==> src/rtl/onfi_pkg.sv <==
// Shared types for the ONFI pin arbiter: FSM states, the control-pin bundle
// and its idle value, and a one-hot to index helper.
package onfi_pkg;

    typedef enum logic [1:0] {
        IDLE  = 2'd0,
        GRANT = 2'd1,
        TURN  = 2'd2
    } state_t;

    // Control pins of the ONFI interface; DQ is kept beside this bundle so
    // its width can follow the arbiter's DQ_W parameter.
    typedef struct packed {
        logic cen;
        logic cle;
        logic ale;
        logic wen;
        logic dqs_en;
        logic dq_en;
    } onfi_ctl_t;

    // Parked pins: chip deselected, write strobe high, all enables off.
    localparam onfi_ctl_t CTL_IDLE = '{cen: 1'b1, cle: 1'b0, ale: 1'b0,
                                       wen: 1'b1, dqs_en: 1'b0, dq_en: 1'b0};

    // Index of the highest set bit of a (one-hot) vector of up to 8 bits.
    function automatic int onehot_idx(input logic [7:0] v);
        int idx;
        idx = 0;
        for (int i = 0; i < 8; i++) begin
            if (v[i]) idx = i;
        end
        return idx;
    endfunction

endpackage

==> src/rtl/onfi_rr_picker.sv <==
// Combinational round-robin picker: first eligible request at or above ptr,
// wrapping around. Masked requesters are skipped.
module onfi_rr_picker #(
    parameter int N     = 4,
    parameter int PTR_W = 2
) (
    input  logic [N-1:0]     req,
    input  logic [N-1:0]     mask,
    input  logic [PTR_W-1:0] ptr,
    output logic [N-1:0]     win,
    output logic             valid
);

    logic [N-1:0] eligible;
    int           idx;

    assign eligible = req & ~mask;

    // Scan upward from ptr with wrap; the first eligible bit wins.
    always_comb begin
        win   = '0;
        valid = 1'b0;
        idx   = 0;
        for (int i = 0; i < N; i++) begin
            idx = int'(ptr) + i;
            if (idx >= N) idx = idx - N;
            if (!valid && eligible[idx]) begin
                win[idx] = 1'b1;
                valid    = 1'b1;
            end
        end
    end

endmodule

==> src/rtl/onfi_bus_arbiter.sv <==
// Round-robin owner of one ONFI pin interface shared by NREQ sequencers.
// A grant is held until the owner drops its request, followed by TURN_CYC
// idle cycles. Every pad output is a flop so the pins never glitch.
// Optional: define ONFI_ARB_TIMEOUT_EN to force a release after HOLD_MAX
// grant cycles and mask the offender until it drops its request.
//
// state | meaning
// IDLE  | no owner, pins parked, arbitrating on req_i
// GRANT | one owner, its pin values are registered onto the pads
// TURN  | pins parked for TURN_CYC cycles before the next arbitration
module onfi_bus_arbiter
    import onfi_pkg::*;
#(
    parameter int NREQ     = 4,
    parameter int DQ_W     = 8,
    parameter int TURN_CYC = 2,
    parameter int HOLD_MAX = 1024
) (
    input  logic                 onfi_clk,
    input  logic                 onfi_rst,
    input  logic [NREQ-1:0]      req_i,
    output logic [NREQ-1:0]      gnt_o,
    input  logic [NREQ-1:0]      req_cen_i,
    input  logic [NREQ-1:0]      req_cle_i,
    input  logic [NREQ-1:0]      req_ale_i,
    input  logic [NREQ-1:0]      req_wen_i,
    input  logic [NREQ-1:0]      req_dqs_en_i,
    input  logic [NREQ-1:0]      req_dq_en_i,
    input  logic [NREQ*DQ_W-1:0] req_dq_i,
    output logic                 onfi_cen,
    output logic                 onfi_cle,
    output logic                 onfi_ale,
    output logic                 onfi_wen,
    output logic                 onfi_dqs_en,
    output logic                 onfi_dq_en,
    output logic [DQ_W-1:0]      onfi_dq_o,
    output logic                 busy_o,
    output logic                 timeout_err_o
);

    localparam int         PTR_W     = (NREQ > 2) ? $clog2(NREQ) : 1;
    localparam logic [3:0] TURN_LOAD = (TURN_CYC > 0) ? 4'(TURN_CYC - 1) : 4'd0;

    typedef struct packed {
        onfi_ctl_t       ctl;
        logic [DQ_W-1:0] dq;
    } pins_t;

    localparam pins_t PINS_IDLE = '{ctl: CTL_IDLE, dq: '0};

    state_t           state, state_nxt;
    logic [NREQ-1:0]  gnt, gnt_nxt;
    logic [PTR_W-1:0] ptr, ptr_nxt;
    logic [PTR_W-1:0] owner, owner_nxt;
    logic [3:0]       turn_cnt, turn_cnt_nxt;
    pins_t            pins, pins_nxt, owner_pins;
    logic [NREQ-1:0]  pick_win, arb_mask;
    logic             pick_valid;
    int               win_idx;
    logic             forced;

    onfi_rr_picker #(.N(NREQ), .PTR_W(PTR_W)) u_picker (
        .req   (req_i),
        .mask  (arb_mask),
        .ptr   (ptr),
        .win   (pick_win),
        .valid (pick_valid)
    );

    assign win_idx = onehot_idx(8'(pick_win));

    assign owner_pins.ctl.cen    = req_cen_i[owner];
    assign owner_pins.ctl.cle    = req_cle_i[owner];
    assign owner_pins.ctl.ale    = req_ale_i[owner];
    assign owner_pins.ctl.wen    = req_wen_i[owner];
    assign owner_pins.ctl.dqs_en = req_dqs_en_i[owner];
    assign owner_pins.ctl.dq_en  = req_dq_en_i[owner];
    assign owner_pins.dq         = req_dq_i[int'(owner)*DQ_W +: DQ_W];

`ifdef ONFI_ARB_TIMEOUT_EN
    localparam int HOLD_W = (HOLD_MAX > 2) ? $clog2(HOLD_MAX) : 1;

    logic [HOLD_W-1:0] hold_cnt;
    logic              tout_q;

    assign forced = (state == GRANT) && req_i[owner] &&
                    (hold_cnt == HOLD_W'(HOLD_MAX - 1));

    // Grant-length counter, offender mask and the one-cycle timeout pulse.
    always_ff @(posedge onfi_clk or posedge onfi_rst) begin
        if (onfi_rst) begin
            hold_cnt <= '0;
            arb_mask <= '0;
            tout_q   <= 1'b0;
        end else begin
            tout_q   <= forced;
            arb_mask <= (arb_mask & req_i) | (forced ? gnt : '0);
            if (state == GRANT) hold_cnt <= hold_cnt + 1'b1;
            else                hold_cnt <= '0;
        end
    end

    assign timeout_err_o = tout_q;
`else
    assign forced        = 1'b0;
    assign arb_mask      = '0;
    assign timeout_err_o = 1'b0;
`endif

    // State, grant, pointer, turnaround counter and pad flops.
    always_ff @(posedge onfi_clk or posedge onfi_rst) begin
        if (onfi_rst) begin
            state    <= IDLE;
            gnt      <= '0;
            ptr      <= '0;
            owner    <= '0;
            turn_cnt <= '0;
            pins     <= PINS_IDLE;
        end else begin
            state    <= state_nxt;
            gnt      <= gnt_nxt;
            ptr      <= ptr_nxt;
            owner    <= owner_nxt;
            turn_cnt <= turn_cnt_nxt;
            pins     <= pins_nxt;
        end
    end

    // Next-state logic; pins default to parked and only follow the owner
    // while it keeps its grant.
    always_comb begin
        state_nxt    = state;
        gnt_nxt      = gnt;
        ptr_nxt      = ptr;
        owner_nxt    = owner;
        turn_cnt_nxt = turn_cnt;
        pins_nxt     = PINS_IDLE;
        case (state)
            IDLE: begin
                if (pick_valid) begin
                    gnt_nxt   = pick_win;
                    owner_nxt = PTR_W'(win_idx);
                    ptr_nxt   = (win_idx == NREQ - 1) ? '0 : PTR_W'(win_idx + 1);
                    state_nxt = GRANT;
                end
            end
            GRANT: begin
                if (!req_i[owner] || forced) begin
                    gnt_nxt      = '0;
                    turn_cnt_nxt = TURN_LOAD;
                    state_nxt    = (TURN_CYC == 0) ? IDLE : TURN;
                end else begin
                    pins_nxt = owner_pins;
                end
            end
            TURN: begin
                if (turn_cnt == 4'd0) state_nxt = IDLE;
                else                  turn_cnt_nxt = turn_cnt - 4'd1;
            end
            default: begin
                state_nxt = IDLE;
                gnt_nxt   = '0;
            end
        endcase
    end

    assign gnt_o       = gnt;
    assign onfi_cen    = pins.ctl.cen;
    assign onfi_cle    = pins.ctl.cle;
    assign onfi_ale    = pins.ctl.ale;
    assign onfi_wen    = pins.ctl.wen;
    assign onfi_dqs_en = pins.ctl.dqs_en;
    assign onfi_dq_en  = pins.ctl.dq_en;
    assign onfi_dq_o   = pins.dq;
    assign busy_o      = (state != IDLE);

endmodule

==> config.mk <==
export PLATFORM = sky130hd
export DESIGN_NAME = onfi_bus_arbiter
export DESIGN_NICKNAME = d
export VERILOG_FILES = /design/src/rtl/onfi_pkg.sv /design/src/rtl/onfi_rr_picker.sv /design/src/rtl/onfi_bus_arbiter.sv
export SDC_FILE = /design/constraint.sdc
export NUM_CORES = 1
export LEC_CHECK = 0
export ABC_AREA = 1
export CORE_MARGIN = 10
export CORE_UTILIZATION = 45
export CTS_CLUSTER_DIAMETER = 30
export CTS_CLUSTER_SIZE = 24
export DETAILED_ROUTE_END_ITERATION = 12
export GPL_TIMING_DRIVEN = 0
export HOLD_SLACK_MARGIN = 0.1
export MAX_ROUTING_LAYER = met4
export PLACE_DENSITY_LB_ADDON = 0.15
export SLEW_MARGIN = 25
export SYNTH_ARGS = -nofsm -noshare
export SYNTH_HDL_FRONTEND = slang
export SYNTH_HIERARCHICAL = 1
export SYNTH_SLANG_ARGS = --single-unit
==> constraint.sdc <==
create_clock -name onfi_clk -period 2.54 [get_ports onfi_clk]
set_input_delay 0.508 -clock onfi_clk [delete_from_list [all_inputs] [get_ports onfi_clk]]
set_output_delay 0.508 -clock onfi_clk [all_outputs]
set_load 0.005 [all_outputs]
==> reports/metrics.yaml <==
status: "finished clean"
async_flop_share: 1.00
rr_endpoint: "ptr[1]"
r2r_start: "ptr[1]"
ioPinCount: 82
power_density_nw_per_um2: 1060
synth-edff-count: 0
n_antenna_cell: 0
area_growth_pct: 44.5
first_pass_iters: 5
rsz0062_at_grt: "false"
whs_path_depth: 2
power_uw: 3320
slew_headroom: 0.586
path_clk_slew_ps: 100
regToRegSetupSlack_ps: 200
start_kind: "flop"
p_leak_uw: 0.00144
routedWlPerCell_microns: 14.4
h-tree-depth: 1
tightest_slew_ps: 620
grt_pass1_wl_mm: 10.8
cap_viol_max_count: 0
grt_max_degree: 29
dieArea_sq_um: 8020
ant_nets: 0
ys_ff_latch: 28
port_buffers: 80
cp-end-kind: "flop"
critPathArrivalTime_ps: 2530
rows: 25
die_x_microns: 89.5
grt_pass1_vias: 2220
initial_core_util: 0.464
synthesis.area_sq_um: 2180
netlist-cell-type-count: 29
crit_type: "reg2reg"
vdd_drop_max_mv: 0.818
hold_viol_final: 0
min_period_ps: 2340
path_max_fanout: 6
place.gp.congestion: 0.856
syn_area_per_cell_sq_um: 7.18
drc: 0
overflow: 0
crit_required_ps: 2730
totalWireLength_mm: 6.43
core_area_sq_um: 4690
switching_power_uw: 1580
grt_usage: 0.178
setup_tns_ps: 0
drt_iter0_drc: 66
die_y_microns: 89.5
cts_buffers: 3
reg2reg_depth: 15
nets: 465
seq_area_frac_synth: 0.323
fin_crit_sh: 0.922
critPathLaunch: "ptr[1]"
ys.warnings.count: 6
seqPwrFrac: 0.227
setup_viol: 0
crit_end: "ptr[1]"
fin_util: 0.670
cts_sinks: 28
hold_path_class: "reg2reg"
cts_tree: "yes"
clockRootBuffer: "clkbuf_8"
drive_gt1_frac: 0.130
max_freq_mhz: 427
pwr-share-clk: 0.110
synthCells: 303
antenna_found_initial: 0
drv_slew: 0
power.internal_uw: 1750
hpwl_mm: 5.18
filler_cell_count: 417
yosys_most_used_dff: "dfrtp_1"
via_per_inst: 4.96
cts.path.max_buffers: 2
num_vias: 2211
power_frac_comb: 0.663
clock_latency_ps: 280
switching_share: 0.474
clock_skew_ps: 2.22
-- power groups by stage --
stage / clock, uW / sequential (uW) / combinational (uW)
after CTS: 373 / 757 / 2200
final: 367 / 755 / 2200
after global routing: 389 / 778 / 2490
after floorplan: 0 / 753 / 1550
after detailed placement: 0 / 766 / 2200
after global placement: 0 / 762 / 2150
-- worst min path at each step --
stage                     startpoint       end  slack [ps]
final                       gnt_o[0]  gnt_o[0]         480
after global routing        gnt_o[1]  gnt_o[1]         520
after CTS                   gnt_o[0]  gnt_o[0]         490
after detailed placement    gnt_o[2]  gnt_o[2]         460
after global placement      gnt_o[0]  gnt_o[0]         460
after floorplan             gnt_o[0]  gnt_o[0]         470
-- kinds of logic after synthesis --
logic type,Yosys count,synth area share
simple gates,179,0.405
compound gates,47,0.127
buf+inv,38,0.0857
flops,28,0.323
fa+ha+maj,10,0.0575
other cells,1,0.00172
-- layer usage --
layer / part of all wire / up-vias / track usage
met3: 0.051 / 4 / 0.0310
met4: 0.011 / 0 / 0.0506
met2: 0.50 / 54 / 0.310
li1: - / 1149 / -
met5: 0 / - / -
met1: 0.44 / 1004 / 0.205
-- state kept, by name, summed over array words and instances (netlist names) --
register,count
gnt_o,4
onfi_ale,1
onfi_cen,1
onfi_cle,1
onfi_dq_en,1
onfi_dq_o,8
onfi_dqs_en,1
onfi_wen,1
owner,2
ptr,2
state,2
turn_cnt,4
-- repair_timing --
action,in CTS,in global routing
buffers inserted,0,1
resized for setup,0,3
setup endpoints to repair,0,4
hold buffers,0,0
-- through the flow --
stage                     setup WS [ps]  hold WS (ps)  cell area, sq um  std cells
after floorplan                     310           465              2190        307
after global placement             84.6           458              3060        441
after detailed placement           46.3           461              3060        441
after CTS                          43.4           486              3130        445
after global routing               20.6           522              3140        446
final                               199           481              3140        446
-- synth_stat cells (2+ instances only) --
| cell | instances | share of area |
|---|---|---|
| ha_1 | 10 | 0.058 |
| nand3_4 | 4 | 0.032 |
| nand2_2 | 2 | 0.0057 |
| o21ai_0 | 31 | 0.071 |
| nand3_1 | 30 | 0.069 |
| inv_1 | 23 | 0.040 |
| nand2_4 | 3 | 0.016 |
| nand4_1 | 6 | 0.017 |
| buf_2 | 2 | 0.0046 |
| buf_4 | 4 | 0.014 |
| a21oi_2 | 9 | 0.036 |
| nor2_1 | 70 | 0.12 |
| dfrtp_1 | 26 | 0.30 |
| nand3_2 | 4 | 0.018 |
| dfstp_2 | 2 | 0.024 |
| nand2_1 | 55 | 0.095 |
| inv_2 | 3 | 0.0052 |
| nor2_4 | 2 | 0.010 |
| clkbuf_1 | 2 | 0.0035 |
| nor2_8 | 2 | 0.018 |
| a21oi_1 | 5 | 0.011 |
-- area by class of cell --
cell class / count / area, sq um / share of cell area
repair buffers: 81 / 808 / 0.257
plain buffers: 11 / 71.3 / 0.0227
flip-flops and latches: 28 / 706 / 0.224
clock inverters: 1 / 30.0 / 0.00955
multi-input cells: 241 / 1300 / 0.414
well taps: 54 / 67.6 / 0.0215
clock buffers: 3 / 41.3 / 0.0131
inverters: 27 / 119 / 0.0378
-- critical path, cell delays in order (launching register included) --
cell	delay [ps]
dfrtp_2	450
clkinvlp_4	190
ha_1	350
inv_1	130
nand3_1	100
nand2_2	130
nand2_4	80
nor2_8	100
nand3_1	70
nand2_1	90
inv_1	50
nand2_1	70
nand2_1	50
ha_1	270
nand2_1	70
nand2_1	50
-- cells in the final DEF, fill, tap and decap left out, types with 3 or more instances in the layout --
cell type        instances
nand2_1                 55
buf_4                    5
a21oi_2                  9
nand3_4                  4
nand3_2                  4
o21ai_0                 31
nand2_4                  3
dfrtp_1                 24
inv_1                   21
a21oi_1                  5
nor2_1                  70
inv_2                    4
nand4_1                  6
conb_1                   5
clkbuf_8                 3
ha_1                    10
clkdlybuf4s50_1         80
nand3_1                 30
(Power assumes the default switching activity.)
